File: src/rtl/cpu_pkg.sv
// Shared CPU definitions: opcodes, field positions, widths.
// Used by ir_flag_unit and its flag register.
package cpu_pkg;

  localparam int DATA_W_DEF = 8;

  typedef enum logic [3:0] {
    LOAD  = 4'd0,
    STOP  = 4'd1,
    STORE = 4'd2,
    ADD   = 4'd4,
    BZ    = 4'd5,
    SUB   = 4'd6,
    NAND  = 4'd8,
    BNZ   = 4'd9,
    NOP   = 4'd10,
    BPZ   = 4'd13
  } opcode_e;

  localparam logic [2:0] SHIFT = 3'b011;
  localparam logic [2:0] ORI   = 3'b111;

  localparam int OP_MSB    = 3;
  localparam int OP_LSB    = 0;
  localparam int R1_MSB    = 7;
  localparam int R1_LSB    = 6;
  localparam int R2_MSB    = 5;
  localparam int R2_LSB    = 4;
  localparam int IMM4_MSB  = 7;
  localparam int IMM4_LSB  = 4;
  localparam int IMM5_MSB  = 7;
  localparam int IMM5_LSB  = 3;
  localparam int SHAMT_MSB = 4;
  localparam int SHAMT_LSB = 3;
  localparam int SHDIR_BIT = 5;

  // Only nibbles 12 and 14 fall outside the opcode map.
  function automatic logic op_illegal(
    input logic [3:0] op
  );
    return (op == 4'd12) || (op == 4'd14);
  endfunction

endpackage

File: src/rtl/flag_reg.sv
// N/Z condition flags computed from the ALU result.
// Written on we unless frozen by halt.
module flag_reg #(
  parameter int DATA_W = 8
) (
  input  logic              clock,
  input  logic              reset,
  input  logic              we,
  input  logic              freeze,
  input  logic [DATA_W-1:0] din,
  output logic              N,
  output logic              Z
);

  always_ff @(posedge clock or negedge reset) begin
    if (!reset) begin
      N <= 1'b0;
      Z <= 1'b0;
    end else if (we && !freeze) begin
      Z <= (din == '0);
      N <= din[DATA_W-1];
    end
  end

endmodule

File: src/rtl/ir_flag_unit.sv
// Instruction register, field decode, N/Z flags and fetch status.
// Define ILLEGAL_OP_EN to build sticky illegal-opcode detection.
module ir_flag_unit
  import cpu_pkg::*;
#(
  parameter int DATA_W = DATA_W_DEF,
  parameter int CNT_W  = 16
) (
  input  logic              clock,
  input  logic              reset,
  input  logic [DATA_W-1:0] mem_rdata,
  input  logic              IRload,
  input  logic              FlagWrite,
  input  logic [DATA_W-1:0] alu_result,
  input  logic              Stop,
  output logic [3:0]        instr,
  output logic              N,
  output logic              Z,
  output logic [1:0]        r1_idx,
  output logic [1:0]        r2_idx,
  output logic [DATA_W-1:0] imm4_sx,
  output logic [DATA_W-1:0] imm5_zx,
  output logic [1:0]        shamt,
  output logic              shdir,
  output logic              ir_valid,
  output logic [CNT_W-1:0]  fetch_cnt,
  output logic              halted,
  output logic              illegal
);

  logic [DATA_W-1:0] ir;
  logic              freeze;
  logic              cap;

  // The Stop edge itself is already blocked.
  assign freeze = halted | Stop;
  assign cap    = IRload & ~freeze;

  always_ff @(posedge clock or negedge reset) begin
    if (!reset) begin
      ir        <= '0;
      ir_valid  <= 1'b0;
      fetch_cnt <= '0;
      halted    <= 1'b0;
    end else begin
      if (cap) begin
        ir        <= mem_rdata;
        ir_valid  <= 1'b1;
        fetch_cnt <= fetch_cnt + CNT_W'(1);
      end
      if (Stop) begin
        halted <= 1'b1;
      end
    end
  end

  flag_reg #(
    .DATA_W (DATA_W)
  ) u_flag_reg (
    .clock  (clock),
    .reset  (reset),
    .we     (FlagWrite),
    .freeze (freeze),
    .din    (alu_result),
    .N      (N),
    .Z      (Z)
  );

  assign instr   = ir[OP_MSB:OP_LSB];
  assign r1_idx  = ir[R1_MSB:R1_LSB];
  assign r2_idx  = ir[R2_MSB:R2_LSB];
  assign shamt   = ir[SHAMT_MSB:SHAMT_LSB];
  assign shdir   = ir[SHDIR_BIT];
  assign imm4_sx = {{(DATA_W-4){ir[IMM4_MSB]}},
                    ir[IMM4_MSB:IMM4_LSB]};
  assign imm5_zx = {{(DATA_W-5){1'b0}},
                    ir[IMM5_MSB:IMM5_LSB]};

`ifdef ILLEGAL_OP_EN
  logic ill_q;

  // IR only changes on capture, so checking it once valid
  // flags the edge after an illegal fetch.
  always_ff @(posedge clock or negedge reset) begin
    if (!reset) begin
      ill_q <= 1'b0;
    end else if (ir_valid && !freeze &&
                 op_illegal(ir[OP_MSB:OP_LSB])) begin
      ill_q <= 1'b1;
    end
  end

  assign illegal = ill_q;
`else
  assign illegal = 1'b0;
`endif

endmodule
File: config.mk
export PLATFORM = sky130hd
export DESIGN_NAME = ir_flag_unit
export DESIGN_NICKNAME = d
export VERILOG_FILES = /design/src/rtl/cpu_pkg.sv /design/src/rtl/flag_reg.sv /design/src/rtl/ir_flag_unit.sv
export SDC_FILE = /design/constraint.sdc
export NUM_CORES = 1
export LEC_CHECK = 0
export CAP_MARGIN = 20
export CORE_MARGIN = 2
export CORE_UTILIZATION = 35
export DETAILED_ROUTE_END_ITERATION = 6
export PLACE_DENSITY_LB_ADDON = 0.3
export SLEW_MARGIN = 20
export SYNTH_ARGS = -nofsm -noshare
export SYNTH_HDL_FRONTEND = slang
export SYNTH_SLANG_ARGS = --single-unit
File: constraint.sdc
create_clock -name clock -period 1.42 [get_ports clock]
set_input_delay 0.355 -clock clock [delete_from_list [all_inputs] [get_ports clock]]
set_output_delay 0.355 -clock clock [all_outputs]
set_load 0.01 [all_outputs]
Yosys cells after proc, flatten, opt, wreduce, memory -nomap -nowiden
Cells that the tools add are included.
- register bits after elaboration: 28
- input port bits: 21
- logic and storage cells: 13
- add/sub/neg operators: 1
- bitwise logic cells: 3
- reduce and logical (&&, ||, !) cells: 3
- operators with widths (operator ; number):
    adder 16 x 1 -> 16 bit, second input constant ; 1
    zero test 8 bit ; 1
    AND 1 bit ; 1
    logical AND 1 bit ; 1
    zero test 1 bit ; 1
    inverter 1 bit ; 1
    OR 1 bit ; 1

Longest topological paths before layout
- depth in word-level cells: 3
- gate-level depth with buffers: 6
- depth with buffers taken out: 5

Modules after synthesis
From an unflattened synthesis, not the netlist that was laid out.
- cell total of the unflattened synthesis: 110
- area, all modules: 1351.3 µm²
- modules (own cells, without submodules) (module ; instances ; cells an instance ; area an instance (µm²)):
    ir_flag_unit ; 1 ; 101 ; 1244.9
    flag_reg ; 1 ; 9 ; 106.4

Least setup slack after synthesis
Ideal clock, no wire load.
- kind: reg2reg
- from: reg fetch_cnt[0]
- to: reg fetch_cnt[12]
- library setup time: 125 ps
- arrival: 1327 ps
- required time: 1295 ps
- setup slack: -33 ps
- stages on the path, launching flop included: 6
- path buffers: 0
- cell sequence: dfrtp_1 -> ha_1 -> nand2_1 -> nor4_4 -> nand4_1 -> xnor2_1
- cells in the longest elaborated chain, start to end: 1
- RTL lines (item ; RTL line ; text):
    start, declared ; ir_flag_unit.sv:26 ; output logic [CNT_W-1:0] fetch_cnt,
    start signal, assigned ; ir_flag_unit.sv:49 ; fetch_cnt <= fetch_cnt + CNT_W'(1);
    adder 16 x 1 -> 16 bit ; ir_flag_unit.sv:49 ;
Every way passes these cells.
A chain may end at the register's enable or synchronous reset.

Worst setup path after layout
- from: reg fetch_cnt[0]
- to: out fetch_cnt[0]
No word-level cell between the ends.

==> impl_metrics.ini <==
[finish]
final_common_cell = dlygate4sd2_1
finalNetCount = 208
drive_gt1_frac = 0.319
diodes = 0
area_growth_pct = 57.4
final_util = 0.577
fin_area_um2 = 2130
final_cell_mix = 36 x dlygate4sd2_1, 23 x dfrtp_1, 19 x buf_4, 18 x clkdlybuf4s50_1, 11 x xnor2_1
n_fill_cell = 340

[cts]
cts_tree = yes
cts_sinks = 28
clockBufferDepth = 2
clk_latency_ps = 270
root_buffer = clkbuf_8
htreeDepth = 1
cts_hold_buf = 0
cts_buffers = 3
clkTransAtPathRegs_ps = 90

[floorplan]
coreArea_um2 = 3690
die_h_um = 66.2
dieArea_um2 = 4380
rows = 22
ios = 69
die_x_um = 66.2
start_util = 0.367

[timing]
slew_violations = 0
rsz0062_at_grt = yes
post-route-period-util = 0.979
setup_ws_ps = 29.8
hold_slack_ps = 437
finalSetupViolCount = 0
timing.final.crit_period_ps = 1390
fin_skew_ps = 4.99
hold_violations = 0
fmax_mhz = 719

[grt]
first_global_vias = 1133
use_met1 = 0.161
grt_pass1_wl_mm = 5.03
grt_usage = 0.152
gr-max-usage-layer = met2
met2_usage = 0.286
grt_remaining_overflow = 0
grt_antenna_before_repair = 0
grt_max_degree = 29
use_met3 = 0.0392

[run]
drv_cap = 0

[pwr]
ir_drop_mv = 0.481
intPower_w = 0.00123
power_frac_clock = 0.302
cellPowerDensity_nw_per_um2 = 756
p_sw_w = 0.000378
seqPwrFrac = 0.532
leakage_nw = 1.15
swShare = 0.235
pwr-share-comb = 0.166

[setup_path]
path_cells = dlygate4sd2_1
start_kind = register
end_kind = output port
cp.arrival_ps = 1040
cp.required_ps = 1070
slowest_stage = dfrtp_2
worstPathMaxFanout = 5
critPathBufInv = 1
critical_path_class = register to output port
crit_path_max_incr_delay_ps = 470
critical_path.top_delay_family = flip-flops

[detailed_routing]
viasPerCell = 4.56
drt_iter0_drc = 7
ant_nets = 0
wl_mm = 3.06
vias = 1062
first_pass_iters = 4
detail_route.wl_per_cell_um = 13.1
drc = 0

[synthesis]
ys_seq_area_frac = 0.518
syn_area_per_cell_um2 = 12.0
syn_area_um2 = 1350
ys_types = 24
synthTopCellsByArea = dfrtp_1 52%, buf_4 12%, xnor2_1 7.1%, mux2_2 6.7%, nand4_1 3.2%
synth_top_area_share = 0.518
yosysWarnings = 0
syn_inst = 113
ys_seq_elements = 28
yosysTopAreaCell = dfrtp_1

[place]
io_buffers = 64
place_congestion = 0.797
place_ws_ps = -303
placed_cell_area_um2 = 1980
hpwlAfterDp_mm = 2.30

[worst_hold_path]
hp-class = input port to async pin

[run_status]
status = finished, final reports clean
cells in the mapped netlist, drive strengths merged:
library cell,instances
conb,1
o21ai,1
ha,1
mux2,10
xor2,4
and3,2
nor4,4
buf,22
dfrtp,28
nor2b,1
and2,1
nand4bb,1
nand3,2
nand2,10
nor3,2
nand4,7
nor2,2
inv,2
or2,1
xnor2,11
worst register-to-register path: cells and delay by family (launching register included):
kind | cells | cell delay (ps)
DFF | 1 | 370
xor gates and xnor gates | 1 | 190
and+or+nand+nor | 3 | 460
adders and majority gates | 1 | 140
buffers and inverters | 1 | 120
metal layers:
metal	wire length, um	vias to the layer above
met1	1120	515
met3	200	6
met4	63	0
met5	0	-
li1	-	500
met2	1680	41
flip-flops by register name, summed over array words and instances (netlist names):
signal,count
halted,1
ir_valid,1
u_flag_reg.Z,1
fetch_cnt,16
ir,8
u_flag_reg.N,1
kinds of logic (layout without fill, tap and decap cells):
kind of cell,after synthesis,count (layout),synth area share
AND/OR/NAND/NOR,33,33,0.155
buffers and inverters,24,93,0.130
adder cells (fa/ha/maj),1,1,0.00925
multiplexers,10,10,0.0833
XOR/XNOR,15,15,0.0971
other,1,4,0.00277
AO/OA/AOI/OAI,1,1,0.00370
flip-flops,28,28,0.518
final cells by class:
type	count	area, um2	area share
Timing Repair Buffer	87	757	0.356
Sequential cell	28	707	0.332
Multi-Input combinational cell	64	542	0.255
Tap cell	48	60.1	0.0282
Clock buffer	4	55.1	0.0259
Inverter	2	7.51	0.00353
power groups by stage:
stage          clock [W]  combinational [W]  sequential [W]
2_1_floorplan          0           0.000119        0.000886
4_1_cts         0.000496           0.000276        0.000853
3_5_place_dp           0           0.000299        0.000876
3_3_place_gp           0           0.000294        0.000871
5_1_grt         0.000535           0.000289        0.000864
6_report        0.000486           0.000266        0.000856
per-stage QoR:
step / instances / power [W] / setup TNS, ps
CTS: 230 / 0.00163 / 0
global route: 233 / 0.00169 / -45.8
detailed placement: 213 / 0.00118 / -6270
finish: 233 / 0.00161 / 0
floorplan: 116 / 0.00101 / 0
global placement: 213 / 0.00116 / -5930
worst paths after layout:
check / from / to / slack (ps) / depth (start not counted)
max reg2reg: fetch_cnt[1]$_DFFE_PN0P_ / fetch_cnt[12]$_DFFE_PN0P_ / 70 / 6
min in group clock: fetch_cnt[15]$_DFFE_PN0P_ / fetch_cnt[15]$_DFFE_PN0P_ / 470 / 1
max: fetch_cnt[0]$_DFFE_PN0P_ / fetch_cnt[0] / 30 / 1
min reg2reg: fetch_cnt[15]$_DFFE_PN0P_ / fetch_cnt[15]$_DFFE_PN0P_ / 470 / 1
min: reset / ir[5]$_DFFE_PN0P_ / 440 / 2
max in group asynchronous: reset / fetch_cnt[5]$_DFFE_PN0P_ / 820 / 2
timing repair:
| action | CTS | global route |
|---|---|---|
| pin swaps | 3 | 3 |
| resized for setup | 68 | 18 |
| setup buffers | 13 | 3 |
| endpoints found under the setup margin | 51 | 13 |
| hold endpoints to repair | 0 | 0 |
No activity file was read; power rests on OpenSTA's default activity.
